==> src/rtl/ldm_stm_sequencer_pkg.sv <==
// ldm_stm_sequencer_pkg: shared sizes and FSM state encoding for the LDM/STM sequencer
package ldm_stm_sequencer_pkg;
    localparam int WORD_WIDTH = 32;
    localparam int REG_FILE_DEPTH = 4;
    localparam int REG_FILE_SIZE = 16;
    localparam int ADDR_STEP = 4;
    typedef enum logic [1:0] {LSM_IDLE, LSM_ACCESS, LSM_DONE, LSM_WBASE} lsm_state_e;
endpackage

==> src/rtl/ldm_stm_sequencer_priority_enc.sv <==
// lsm_priority_enc: index of the lowest set bit of a register mask, plus non-empty flag
module lsm_priority_enc #(
    parameter int SIZE = 16,
    parameter int DEPTH = 4
) (
    input  logic [SIZE-1:0]  mask,
    output logic [DEPTH-1:0] idx,
    output logic             valid
);
    always_comb begin
        idx = '0;
        for (int i = SIZE - 1; i >= 0; i--)
            if (mask[i]) idx = DEPTH'(i);
    end
    assign valid = |mask;
endmodule

==> src/rtl/ldm_stm_sequencer.sv <==
// ldm_stm_sequencer: LDM/STM block-transfer controller walking a register list lowest-first.
// Defining LSM_BASE_WRITEBACK_EN adds base_reg/wback ports and the WBASE base-register update.
module ldm_stm_sequencer #(
    parameter int WORD_WIDTH = ldm_stm_sequencer_pkg::WORD_WIDTH,
    parameter int REG_FILE_DEPTH = ldm_stm_sequencer_pkg::REG_FILE_DEPTH,
    parameter int REG_FILE_SIZE = ldm_stm_sequencer_pkg::REG_FILE_SIZE,
    parameter int ADDR_STEP = ldm_stm_sequencer_pkg::ADDR_STEP
) (
    input  logic                      clk,
    input  logic                      rst,
    input  logic                      start,
    input  logic                      is_load,
    input  logic [REG_FILE_SIZE-1:0]  reg_list,
    input  logic [WORD_WIDTH-1:0]     base_addr,
`ifdef LSM_BASE_WRITEBACK_EN
    input  logic [REG_FILE_DEPTH-1:0] base_reg,
    input  logic                      wback,
`endif
    output logic                      busy,
    output logic                      stall,
    output logic                      done,
    output logic                      mem_req,
    output logic                      mem_we,
    output logic [WORD_WIDTH-1:0]     mem_addr,
    output logic [WORD_WIDTH-1:0]     mem_wdata,
    input  logic                      mem_ready,
    input  logic [WORD_WIDTH-1:0]     mem_rdata,
    output logic [REG_FILE_DEPTH-1:0] rf_src,
    input  logic [WORD_WIDTH-1:0]     rf_rdata,
    output logic                      rf_wb_en,
    output logic [REG_FILE_DEPTH-1:0] rf_wb_dest,
    output logic [WORD_WIDTH-1:0]     rf_wb_result
);
    import ldm_stm_sequencer_pkg::*;
    lsm_state_e state_q, state_d, fin_in, fin_q;
    logic load_q, valid, accept, step;
    logic [REG_FILE_SIZE-1:0] list_q, rest;
    logic [WORD_WIDTH-1:0] addr_q;
    logic [REG_FILE_DEPTH-1:0] idx;
    assign accept = state_q == LSM_IDLE && start;
    assign step = state_q == LSM_ACCESS && mem_ready;
    assign rest = list_q & (list_q - REG_FILE_SIZE'(1));
    lsm_priority_enc #(.SIZE(REG_FILE_SIZE), .DEPTH(REG_FILE_DEPTH)) u_enc (
        .mask(list_q),
        .idx(idx),
        .valid(valid)
    );
`ifdef LSM_BASE_WRITEBACK_EN
    logic [REG_FILE_DEPTH-1:0] base_reg_q;
    // a loaded base register keeps the loaded value, so WBASE is skipped then
    assign fin_in = wback && !(is_load && reg_list[base_reg]) ? LSM_WBASE : LSM_DONE;
    always_ff @(posedge clk or posedge rst)
        if (rst) base_reg_q <= '0;
        else if (accept) base_reg_q <= base_reg;
`else
    assign fin_in = LSM_DONE;
`endif
    always_ff @(posedge clk or posedge rst)
        if (rst) state_q <= LSM_IDLE;
        else state_q <= state_d;
    always_comb begin
        state_d = state_q;
        unique case (state_q)
            LSM_IDLE: if (start) state_d = |reg_list ? LSM_ACCESS : fin_in;
            LSM_ACCESS: if (mem_ready && rest == '0) state_d = fin_q;
            LSM_WBASE: state_d = LSM_DONE;
            default: state_d = LSM_IDLE;
        endcase
    end
    always_comb begin
        busy = state_q != LSM_IDLE;
        stall = busy;
        done = state_q == LSM_DONE;
        mem_req = state_q == LSM_ACCESS && valid;
        mem_we = mem_req && !load_q;
        mem_addr = mem_req ? addr_q : '0;
        rf_src = idx;
        mem_wdata = rf_rdata;
    end
    always_ff @(posedge clk or posedge rst)
        if (rst) begin
            load_q <= 1'b0;
            list_q <= '0;
            addr_q <= '0;
            fin_q <= LSM_DONE;
            rf_wb_en <= 1'b0;
            rf_wb_dest <= '0;
            rf_wb_result <= '0;
        end else begin
            rf_wb_en <= 1'b0;
            if (accept) begin
                load_q <= is_load;
                list_q <= reg_list;
                addr_q <= base_addr;
                fin_q <= fin_in;
            end
            if (step) begin
                list_q <= rest;
                addr_q <= addr_q + WORD_WIDTH'(ADDR_STEP);
                rf_wb_en <= load_q;
                rf_wb_dest <= idx;
                rf_wb_result <= mem_rdata;
            end
`ifdef LSM_BASE_WRITEBACK_EN
            // addr_q has advanced once per transfer, so it already holds the final base
            if (state_q == LSM_WBASE) begin
                rf_wb_en <= 1'b1;
                rf_wb_dest <= base_reg_q;
                rf_wb_result <= addr_q;
            end
`endif
        end
endmodule
==> config.mk <==
export PLATFORM = sky130hd
export DESIGN_NAME = ldm_stm_sequencer
export DESIGN_NICKNAME = d
export VERILOG_FILES = /design/src/rtl/ldm_stm_sequencer_pkg.sv /design/src/rtl/ldm_stm_sequencer_priority_enc.sv /design/src/rtl/ldm_stm_sequencer.sv
export SDC_FILE = /design/constraint.sdc
export NUM_CORES = 1
export LEC_CHECK = 0
export CELL_PAD_IN_SITES_DETAIL_PLACEMENT = 0
export CELL_PAD_IN_SITES_GLOBAL_PLACEMENT = 1
export CORE_ASPECT_RATIO = 1.5
export CORE_MARGIN = 2
export CORE_UTILIZATION = 33
export DETAILED_ROUTE_END_ITERATION = 8
export HOLD_SLACK_MARGIN = 0.08
export PLACE_DENSITY_LB_ADDON = 0.1
export SYNTH_ARGS = -nofsm -noshare
export SYNTH_HDL_FRONTEND = slang
export SYNTH_SLANG_ARGS = --single-unit
==> constraint.sdc <==
create_clock -name clk -period 6.1 [get_ports clk]
set_clock_uncertainty 0.05 [all_clocks]
set_input_delay 0.915 -clock clk [delete_from_list [all_inputs] [get_ports clk]]
set_output_delay 0.915 -clock clk [all_outputs]
set_load 0.1 [all_outputs]
* Yosys cells after proc, flatten, opt, wreduce, memory -nomap -nowiden
Index checks and enable logic that the tools add are counted.
Word-level totals: flip-flop bits (word level) 88, output and inout bits 110, word-level logic and storage cells 54
Operators by class: $add $sub $neg 2, eq/ne operators 5, mux-type cells 26, bitwise gates (word level) 1, reductions and logical operators 13
Operators with widths (count):
- 32-bit two-way mux | 3
- 4-bit two-way mux | 16
- 32-bit by 3-bit adder with 32-bit output, second input constant | 1
- 16-bit two-way mux | 2
- 16-bit OR reduction | 2
- 16-bit AND | 1
- 16-bit logical NOT | 1
- 16-bit by 1-bit subtractor with 16-bit output, second input constant | 1
- 2-bit two-way mux | 3
- 2-bit one-hot mux with 3 select lines | 1
- 1-bit logical AND | 5
- 2-bit equality test, second input constant | 2
- 2-bit != test, second input constant | 2
- 2-bit nonzero test | 2
- 2-bit by 1-bit equality test with 1-bit output, second input constant | 1
- 2-bit logical NOT | 1
- 2-bit AND reduction | 1
- 1-bit logical NOT | 1
- 1-bit two-way mux | 1

* Longest topological paths before layout
Gate-level depths: netlist of run 1.
depth in word-level cells 16, mapped depth 7, mapped depth without buffers 6

* Modules after synthesis
A second synthesis of run 1 with hierarchy kept.
Unflattened totals: cell total of the unflattened synthesis 586, area total of the unflattened synthesis 4919.7 µm²
By module, submodules not included:
- ldm_stm_sequencer | instances 1, cells each 552, area each 4743.3 µm², seq. area each 2202.1 µm²
- lsm_priority_enc | instances 1, cells each 34, area each 176.4 µm², seq. area each 0.0 µm²

* Worst setup path before layout of run 1
OpenSTA, ideal clock, no wires.
path type register -> output, from register list_q[13], to output rf_src[1], arrival time 3.104 ns, required time 5.135 ns, slack 2.031 ns, stages on the path, launching flop included 6, path buffers 1, path through dfrtp_1 clkbuf_1 o311ai_0 a211o_1 a211oi_1 nor3_1
Between the ends: cells in the longest elaborated chain, start to end 14
RTL lines:
- from (decl) | RTL line ldm_stm_sequencer.sv:37 | logic [REG_FILE_SIZE-1:0] list_q, rest;
- from (signal assigned) | RTL line ldm_stm_sequencer.sv:93 | list_q <= reg_list;
- from (signal assigned) | RTL line ldm_stm_sequencer.sv:98 | list_q <= rest;
- 4-bit two-way mux (14 in a row) | RTL line ldm_stm_sequencer_priority_enc.sv:13 | if (mask[i]) idx = DEPTH'(i);
- to (decl) | RTL line ldm_stm_sequencer.sv:28 | output logic [REG_FILE_DEPTH-1:0] rf_src,
Every way passes these cells.

* Worst setup path after layout of run 1
from register list_q[0], to output mem_addr[5]
Between the ends: cells in the longest elaborated chain, start to end 3
RTL lines:
- 16-bit OR reduction | RTL line ldm_stm_sequencer_priority_enc.sv:15 | assign valid = |mask;
- 1-bit logical AND | RTL line ldm_stm_sequencer.sv:74 | mem_req = state_q == LSM_ACCESS && valid;
- 32-bit two-way mux | RTL line ldm_stm_sequencer.sv:76 | mem_addr = mem_req ? addr_q : '0;
- to (decl) | RTL line ldm_stm_sequencer.sv:24 | output logic [WORD_WIDTH-1:0] mem_addr,
Every way passes these cells.

==> PnR_summary.wiki, run 1 <==
{| class="wikitable"
! Metric !! Value
|-
| Tcrit/Tclk final || roughly three quarters
|-
| Post-Synthesis Net Count || between 600 and 700
|-
| Via count normalized by instance count || 5.25
|-
| Grt ovf || 0
|-
| Io pins || 227
|-
| Dominant cell by count in the synthesized netlist || nand2_1
|-
| DIE AREA || 0.0163 sq mm
|-
| Area share of the leading cell type in the synthesized netlist || 43.6%
|-
| Post-layout nets || 804
|-
| Detailed-router iteration count before antenna repair || 4
|-
| Number of buffers created by CTS || 9
|-
| Post-DRT Antenna Nets || 0
|-
| Cell accounting for the most synthesized area || dfrtp_1
|-
| Final slew viol count || 0
|-
| Post-route core utilization || 45.8%
|-
| H-Tree Depth || 3
|-
| Maximum root-to-sink buffer count || 2
|-
| Via count of the first global-routing pass || 4,766
|-
| Max-slew headroom || 31.0%
|-
| Global-route wire length before repair || 24.9 mm
|-
| Number of maximum-capacitance constraint violations || 0
|-
| Routed wire length per instance || 17.5 um
|-
| Total negative setup slack || 0 ns
|-
| Number of antenna diodes || 0
|-
| Global-route usage over all layers || approximately a fifth
|-
| Number of synthesis warnings || 0
|-
| Number of synthesized flops with an enable pin || 0
|-
| List of most frequent post-synthesis cells || nand2_1 (154), dfrtp_1 (88), buf_4 (35)
|-
| Total via count after detailed routing || 4,674
|-
| Total clock sinks || 88
|-
| RSZ-0062 raised after global routing || false
|-
| Rows || 55
|-
| Top cells by area in the synthesized netlist || dfrtp_1 (44%), nand2_1 (11%), buf_4 (5.2%)
|-
| Count of buffers from port buffering || 162
|-
| Slew @ Worst Pin || 1.03 ns
|-
| Core box area || 0.0150 sq mm
|-
| Number of endpoints with negative hold slack in the final report || 0
|-
| Cell count after synthesis || 579
|-
| Violation count after the first detailed-routing iteration || 147
|-
| Most frequently used flop master after synthesis || dfrtp_1
|-
| CTS resizes || 0
|-
| Die height || about 160 um
|-
| Maximum clock frequency || 224 MHz
|-
| Hold Crit Class || register to register
|-
| CTS root buf || clkbuf_16
|-
| Reg2Reg Depth || 5
|-
| Share of synthesized registers carrying an async set or reset || 100%
|-
| Clock latency on the worst-skew pair || 0.34 ns
|-
| CTS tree || done
|-
| Synthesis-stage register bit count || 88
|-
| Initial antenna violation count || 0
|-
| Data required time of the worst path || approximately 5 ns
|-
| Hold Path Depth || 2
|-
| Number of different library cells in the post-synthesis netlist || slightly above 60
|-
| Highest net fanout along the worst path || 34
|-
| Drt drc || 0
|-
| Crit start category || register
|-
| Routed wire length || 15.6 mm
|-
| Fraction of layout cells with a size suffix above 1 || under 10%
|-
| Average cell area after synthesis || 8.73 sq um
|-
| Register clock-pin slew on the reported worst setup and hold paths || 0.07 ns
|-
| Share of the yosys chip area belonging to registers || a little over two fifths
|-
| Synth-to-Final Area Change || 35.9%
|-
| Crit path capture type || primary output
|-
| Maximum number of pins on one net before global-route repair || 53
|-
| Detailed placement HPWL || 10.9 mm
|-
| Final min period || 4.46 ns
|-
| Worst Path Class, Setup || register to primary output
|-
| Status || completed
|-
| Effective utilization at floorplan || between 30 and 40%
|-
| Hold_buf cts || 0
|-
| Total setup violations reported at the end of the flow || 0
|-
| Setup Fix Bufs, Post-CTS || 0
|-
| Die X-Extent || 105 um
|-
| Arrival time of the worst setup path || ~3.5 ns
|-
| Weighted congestion reported at the end of routability-driven placement || between 0.8 and 0.9
|-
| Summed instance area of the synthesized netlist || 0.00505 sq mm
|}
-- metal layers --
metal / wire, um / share of wire [%] / track usage [%]
met2: 8240 / 53 / 35.7
met3: 951 / 6.1 / 4.51
met4: 191 / 1.2 / 5.52
met5: 0 / 0 / 0
met1: 6190 / 40 / 21.2
-- area by class of cell --
cell class / instances / area (sq um)
clock inverters: 6 / 91.3
well taps: 199 / 249
clock buffers: 10 / 239
inverters: 10 / 38.8
fillers: 1563 / 8140
flip-flops and latches: 88 / 2200
multi-input cells: 411 / 2390
repair buffers: 166 / 1650
-- path summary, 6_finish.rpt --
kind | startpoint | to | slack, ns
max in group asynchronous | rst | rf_wb_result[26]$_DFFE_PP0P_ | 3.92
min in group asynchronous | rst | rf_wb_result[8]$_DFFE_PP0P_ | 0.98
worst max-delay path | list_q[0]$_DFFE_PP0P_ | mem_addr[5] | 1.64
worst min register to register | rf_wb_result[5]$_DFFE_PP0P_ | rf_wb_result[5]$_DFFE_PP0P_ | 0.43
worst min-delay path | rf_wb_result[5]$_DFFE_PP0P_ | rf_wb_result[5]$_DFFE_PP0P_ | 0.43
worst max register to register | state_q[0]$_DFFE_PP0P_ | addr_q[10]$_DFFE_PP0P_ | 3.42
-- cell usage in the layout (no fill, tap or decap), drive strengths merged, types with 3 or more instances in the layout --
| cell | netlist | layout |
|---|---|---|
| or2 | 3 | 3 |
| and4 | 6 | 6 |
| nor4 | 14 | 14 |
| o311a | 3 | 3 |
| o311ai | 15 | 15 |
| o21a | 3 | 3 |
| a21o | 4 | 4 |
| clkinvlp | 0 | 3 |
| a31oi | 9 | 9 |
| buf | 50 | 4 |
| clkbuf | 20 | 10 |
| nand3 | 14 | 14 |
| nor2 | 18 | 18 |
| nand2 | 156 | 156 |
| a21oi | 9 | 9 |
| and3 | 4 | 4 |
| o211ai | 12 | 12 |
| a221o | 8 | 8 |
| and2 | 33 | 33 |
| inv | 10 | 10 |
| nor2b | 5 | 5 |
| dfrtp | 88 | 88 |
| nor3 | 18 | 18 |
| a22o | 15 | 15 |
| nand2b | 3 | 3 |
| clkdlybuf4s50 | 0 | 162 |
| o21ai | 30 | 30 |
| nand4 | 6 | 6 |
-- registers in the layout, summed over array words and instances, names as in the netlist --
name          count
load_q            1
rf_wb_dest        4
state_q           2
rf_wb_en          1
addr_q           32
list_q           16
rf_wb_result     32
-- worst max-delay path, stage by stage (launching register included) --
cell and delay [ns]:
dfrtp_1 0.51, nor4_4 0.50, nand3_2 0.25, o21a_1 0.55, and2_2 0.36, clkdlybuf4s50_1 0.96
-- metrics by stage --
step	setup WS, ns	instances	hold slack (ns)	cell area (sq um)
floorplan	2.03	579	0.387	5050
global placement	2.06	874	0.408	6530
detailed placement	1.96	874	0.411	6530
CTS	1.60	890	0.431	6860
global route	1.41	890	0.457	6860
finish	1.64	890	0.427	6860
-- cells by family after synthesis --
group	Yosys count	share of synthesized area [%]
compound gates	119	18.1
fa+ha+maj	2	0.446
buf+inv	80	9.24
flops	88	43.6
mux	2	0.446
simple gates	288	28.2
Power of run 1 is not shown: default switching activity piles up to over one toggle a cycle in this logic, so the estimate is an artifact.
==> inputs of run 2 (changes only) <==
Settings changed: CORE_UTILIZATION 33 to 27.
Clock period 6.1 ns to 3.9 ns, I/O delays scaled along.
==> run 2 against run 1 <==
  * Critical path depth is the same
  * Register-to-register slack lost 2.0 ns
  * Die area grew 21%
  * Setup slack lost 1.2 ns
  * Wire length grew 5.5%
  * Critical path type unchanged
  * Highest routed layer unchanged
==> PnR_summary.wiki, run 2 (synthesis gave the netlist of run 1 again) <==
{| class="wikitable"
! Metric !! Value
|-
| Cell class contributing the biggest share of worst-path delay || simple AND/OR/NAND/NOR gates
|-
| Number of antenna diodes || 0
|-
| Grt ovf || 0
|-
| Detailed placement HPWL || 11.5 mm
|-
| Critical path cell sequence || nor4_4 -> nand3_2 -> o21a_1 -> and2_2 -> buf_4
|-
| Crit path buffers/inverters || 1
|-
| Final slew viol count || 0
|-
| Number of endpoints with negative hold slack in the final report || 0
|-
| Worst reg-to-reg setup slack || 1.46 ns
|-
| Crit start category || register
|-
| Maximum clock frequency || 285 MHz
|-
| Commonest cells after routing, fill and taps aside || nand2_1 (154), clkdlybuf4s50_1 (124), dfrtp_1 (88)
|-
| Initial antenna violation count || 0
|-
| Hold Crit Class || register to register
|-
| Tcrit/Tclk final || 89.8%
|-
| Arrival time of the worst setup path || 2.87 ns
|-
| R2r endpoint || addr_q[5]$_DFFE_PP0P_
|-
| PnR worst setup slack || a little under 0.4 ns
|-
| Final min period || 3.50 ns
|-
| Routed wire length per instance || 17.4 um
|-
| Data required time of the worst path || 3.26 ns
|-
| Registers with the most flip-flops || addr_q: 32 flops, rf_wb_result: 32 flops, list_q: 16 flops
|-
| Worst slack at placement || 0.682 ns
|-
| Total via count after detailed routing || 4,592
|-
| Worst Path Class, Setup || register to primary output
|-
| Number of buffers created by CTS || 9
|-
| Most common library cell in the layout ignoring fill and taps || nand2_1
|-
| Io pins || 227
|-
| CTS root buf || clkbuf_16
|-
| Total setup violations reported at the end of the flow || 0
|-
| Reg2Reg Depth || 5
|-
| Rows || 61
|-
| Synth-to-Final Area Change || 36.5%
|-
| Count of buffers from port buffering || 162
|-
| Post-layout nets || just over 800
|-
| Hold_buf cts || 0
|-
| Standard cell with the maximum stage delay on the critical path || o21a_1
|-
| Post-DRT Antenna Nets || 0
|-
| RSZ-0062 raised after global routing || false
|-
| Core box area || 0.0185 sq mm
|-
| Highest net fanout along the worst path || 34
|-
| Detailed-router iteration count before antenna repair || 4
|-
| CTS resizes || 0
|-
| Global-route usage over all layers || 17.0%
|-
| Fraction of layout cells with a size suffix above 1 || 12.6%
|-
| Total negative setup slack || 0 ns
|-
| Largest stage delay, worst path || 0.59 ns
|-
| Maximum root-to-sink buffer count || 2
|-
| Max-slew headroom || 30.1%
|-
| H-Tree Depth || 3
|-
| Number of maximum-capacitance constraint violations || 0
|-
| Setup Fix Bufs, Post-CTS || 0
|-
| Drt drc || 0
|-
| Capture point of the worst path || mem_addr[5]
|-
| Effective utilization at floorplan || 27.4%
|-
| Total clock sinks || 88
|-
| Global-route wire length before repair || 25.9 mm
|-
| Status || completed
|-
| Die height || between 150 and 200 um
|-
| Slew @ Worst Pin || around 1.0 ns
|-
| Worst Setup SP || list_q[0]$_DFFE_PP0P_
|-
| Crit path capture type || primary output
|-
| Via count of the first global-routing pass || 4,844
|-
| Die X-Extent || about 120 um
|-
| Weighted congestion reported at the end of routability-driven placement || 0.797
|-
| Clock latency on the worst-skew pair || 0.35 ns
|-
| Path length in cells of the critical path || 5
|-
| CTS tree || done
|-
| Violation count after the first detailed-routing iteration || 209
|-
| Routed wire length || 16.4 mm
|-
| Register clock-pin slew on the reported worst setup and hold paths || 0.07 ns
|-
| Reg-to-reg startpoint || state_q[0]$_DFFE_PP0P_
|-
| Via count normalized by instance count || slightly below 5
|-
| Maximum number of pins on one net before global-route repair || 52
|-
| DIE AREA || 0.0198 sq mm
|}
run 2: changes by cell type in the layout (fill, tap and decap cells not counted):
cell / delta
buf_12: +1
buf_4: +38
bufinv_16: +2
clkdlybuf4s50_1: -38
clkinv_2: -1
clkinv_4: +1
clkinvlp_4: -3
inv_4: +1
inv_6: -1
run 2: worst min-delay path by stage:
stage | slack [ns] | cells past startpoint | end | startpoint
after floorplan | 0.39 | 2 | addr_q[0]$_DFFE_PP0P_ | addr_q[0]$_DFFE_PP0P_
after global placement | 0.41 | 2 | addr_q[0]$_DFFE_PP0P_ | addr_q[0]$_DFFE_PP0P_
after detailed placement | 0.41 | 2 | rf_wb_result[31]$_DFFE_PP0P_ | rf_wb_result[31]$_DFFE_PP0P_
after CTS | 0.43 | 2 | rf_wb_result[13]$_DFFE_PP0P_ | rf_wb_result[13]$_DFFE_PP0P_
after global routing | 0.45 | 2 | rf_wb_result[5]$_DFFE_PP0P_ | rf_wb_result[5]$_DFFE_PP0P_
final | 0.42 | 2 | rf_wb_result[13]$_DFFE_PP0P_ | rf_wb_result[13]$_DFFE_PP0P_
run 2: area by class of cell:
class                           count  area [sq um]
Inverter                           10          40.0
Sequential cell                    88          2200
Timing Repair Buffer              167          1580
Multi-Input combinational cell    411          2390
Clock buffer                       10           239
Tap cell                          252           315
Fill cell                        1947         11600
Clock inverter                      5           129
run 2: metal layers:
| metal | global-route usage, % | vias up | routed length [um] |
|---|---|---|---|
| met5 | 0 | - | 0 |
| met4 | 5.90 | 0 | 244 |
| met3 | 3.88 | 21 | 826 |
| met2 | 32.0 | 114 | 9050 |
| met1 | 18.3 | 2226 | 6310 |
| li1 | - | 2231 | - |
run 2: stage by stage:
step | std cells | utilization, % | hold slack (ns) | cell area (sq um)
CTS | 943 | 37.3 | 0.428 | 6890
finish | 943 | 37.3 | 0.422 | 6890
global route | 943 | 37.3 | 0.450 | 6890
global placement | 928 | 35.3 | 0.406 | 6530
floorplan | 579 | - | 0.387 | 5050
detailed placement | 928 | 35.3 | 0.411 | 6530
run 2: worst register-to-register path, stage by stage, from the launching register on:
cell and delay [ns]:
dfrtp_1 0.43, or2_1 0.30, or2_2 0.52, nand2_2 0.50, o21ai_0 0.17, a221o_2 0.35
Power of run 2 is left out for the same reason.
==> inputs of run 3 (changes only) <==
Settings changed: CTS_CLUSTER_SIZE from default to 8, SYNTH_HIERARCHICAL from default to 1.
==> run 3 against run 2 <==
  * First-iteration DRC count down 16%
  * Largest cell class unchanged
  * Design area fell by 2.2%
  * Worst hold slack worse by 0.00071 ns
  * Wire length rose by 0.51%
  * Maximum frequency is 4.2% higher
==> PnR_summary.wiki, run 3 <==
{| class="wikitable"
! Metric !! Value
|-
| CTS tree || done
|-
| Data required time of the worst path || 3.26 ns
|-
| Crit path capture type || primary output
|-
| Post-DRT Antenna Nets || 0
|-
| Routed wire length per instance || 17.9 um
|-
| Grt ovf || 0
|-
| Total clock sinks || 88
|-
| Number of different library cells in the post-synthesis netlist || 60
|-
| Top cells by area in the synthesized netlist || dfrtp_1 (45%), nand2_1 (13%), buf_4 (5.0%)
|-
| Status || completed
|-
| Crit start category || register
|-
| Capture point of the worst path || mem_we
|-
| Max-slew headroom || 31.1%
|-
| Fraction of layout cells with a size suffix above 1 || 11.5%
|-
| Hold Crit Class || register to register
|-
| H-Tree Depth || 3
|-
| Final slew viol count || 0
|-
| Die height || 169 um
|-
| Worst Path Class, Setup || register to primary output
|-
| Average cell area after synthesis || 8.40 sq um
|-
| Rows || 60
|-
| Post-layout nets || 819
|-
| Dominant cell by count in the synthesized netlist || nand2_1
|-
| Core box area || 0.0179 sq mm
|-
| Hold_buf cts || 0
|-
| Registers with the most flip-flops || addr_q: 32 flops, rf_wb_result: 32 flops, list_q: 16 flops
|-
| Summed instance area of the synthesized netlist || 0.00492 sq mm
|-
| Global-route usage over all layers || 17.2%
|-
| DIE AREA || 0.0193 sq mm
|-
| Worst reg-to-reg setup slack || 1.34 ns
|-
| Setup Fix Bufs, Post-CTS || 0
|-
| Clock latency on the worst-skew pair || 0.34 ns
|-
| Global-route wire length before repair || 26.1 mm
|-
| Reg2Reg Depth || 6
|-
| Most common library cell in the layout ignoring fill and taps || nand2_1
|-
| List of most frequent post-synthesis cells || nand2_1 (175), dfrtp_1 (88), and3_1 (39)
|-
| Drt drc || 0
|-
| Weighted congestion reported at the end of routability-driven placement || about 0.83
|-
| CTS root buf || clkbuf_16
|-
| Worst Setup SP || list_q[4]$_DFFE_PP0P_
|-
| Routed wire length || 16.5 mm
|-
| Via count normalized by instance count || a little over 5
|-
| Cell count after synthesis || 586
|-
| Die X-Extent || 114 um
|-
| Most frequently used flop master after synthesis || dfrtp_1
|-
| Detailed placement HPWL || 11.6 mm
|-
| Synthesis-stage register bit count || 88
|-
| Maximum root-to-sink buffer count || 2
|-
| Number of synthesis warnings || 6
|-
| Tcrit/Tclk final || 86.2%
|-
| R2r endpoint || addr_q[7]$_DFFE_PP0P_
|-
| Slew @ Worst Pin || 1.03 ns
|-
| Violation count after the first detailed-routing iteration || approximately 180
|-
| Count of buffers from port buffering || 162
|-
| Share of synthesized registers carrying an async set or reset || 100%
|-
| Cell accounting for the most synthesized area || dfrtp_1
|-
| Count of fill cells added during filler insertion || 1,880
|-
| Total negative setup slack || 0 ns
|-
| Post-Synthesis Net Count || 704
|-
| Number of synthesized flops with an enable pin || 0
|-
| Number of endpoints with negative hold slack in the final report || 0
|-
| Number of antenna diodes || 0
|-
| Maximum clock frequency || 297 MHz
|-
| RSZ-0062 raised after global routing || false
|-
| Io pins || ~230
|-
| Initial antenna violation count || 0
|-
| Number of buffers created by CTS || 9
|-
| Maximum number of pins on one net before global-route repair || 61
|-
| Total setup violations reported at the end of the flow || 0
|-
| Via count of the first global-routing pass || 4,764
|-
| Synth-to-Final Area Change || 37.0%
|-
| Commonest cells after routing, fill and taps aside || nand2_1 (174), clkdlybuf4s50_1 (124), dfrtp_1 (88)
|-
| Effective utilization at floorplan || 27.5%
|-
| Register clock-pin slew on the reported worst setup and hold paths || around 0.06 ns
|-
| Final min period || 3.36 ns
|-
| Arrival time of the worst setup path || 2.73 ns
|-
| Min-delay src || rf_wb_result[9]$_DFFE_PP0P_
|-
| Reg-to-reg startpoint || state_q[0]$_DFFE_PP0P_
|-
| Total via count after detailed routing || ~4,700
|-
| Number of maximum-capacitance constraint violations || 0
|-
| CTS resizes || 0
|-
| Share of the yosys chip area belonging to registers || 44.8%
|-
| Detailed-router iteration count before antenna repair || 7
|-
| Highest net fanout along the worst path || 33
|-
| Area share of the leading cell type in the synthesized netlist || approximately 45%
|}
==> run 3: cell types whose count changed after synthesis, sizes merged, moves of 4 or more <==
cell,change
and3,+35
nor4,-5
a21oi,+4
and2,-30
and4,-6
nor2,+7
nand2,+20
nand3,+4
o311ai,-4
buf,-8
nor3,-7
==> run 3: layout make-up <==
class | count | area [sq um] | area share (%)
clock buffers | 11 | 253 | 3.75
well taps | 217 | 272 | 4.03
clock inverters | 4 | 77.6 | 1.15
inverters | 9 | 35.0 | 0.520
multi-input cells | 424 | 2320 | 34.5
repair buffers | 169 | 1580 | 23.4
flip-flops and latches | 88 | 2200 | 32.7
==> run 3: metrics by stage <==
step	utilization, %	instance area (sq um)	worst slack (ns)	instances	hold slack, ns
finish	37.7	6740	0.537	922	0.421
global route	37.7	6740	0.372	922	0.438
CTS	37.7	6740	0.535	922	0.428
detailed placement	35.9	6410	0.750	907	0.412
global placement	35.9	6410	0.786	907	0.403
floorplan	-	4920	0.238	586	0.387
==> run 3: cells by family after synthesis <==
family | Yosys count | share of synthesized area [%]
AND/OR/NAND/NOR | 308 | 29.9
AO/OA/AOI/OAI | 113 | 16.3
flip-flops | 88 | 44.8
buffers and inverters | 74 | 8.34
adder cells (fa/ha/maj) | 2 | 0.458
multiplexers | 1 | 0.203
==> run 3: worst min-delay path by stage <==
stage	to	slack (ns)	cells past startpoint
2_1_floorplan	addr_q[0]$_DFFE_PP0P_	0.39	2
3_3_place_gp	addr_q[0]$_DFFE_PP0P_	0.40	2
3_5_place_dp	rf_wb_result[25]$_DFFE_PP0P_	0.41	2
4_1_cts	rf_wb_result[25]$_DFFE_PP0P_	0.43	2
5_1_grt	addr_q[0]$_DFFE_PP0P_	0.44	2
6_report	rf_wb_result[9]$_DFFE_PP0P_	0.42	2
==> run 3: metal layers <==
layer	vias to the layer above	track usage [%]	part of all wire (%)
met3	27	3.79	6.1
li1	2266	-	-
met2	191	31.2	52
met4	0	5.89	2.0
met1	2260	19.7	40
met5	-	0	0
==> run 3: worst max-delay path: stages, from the launching register on <==
cell     delay, ns
dfrtp_1       0.47
nor4_2        0.33
nand3_1       0.13
or3_1         0.76
and2_1        0.34
nor2b_1       0.13
buf_4         0.22
Power of run 3 is left out for the same reason.
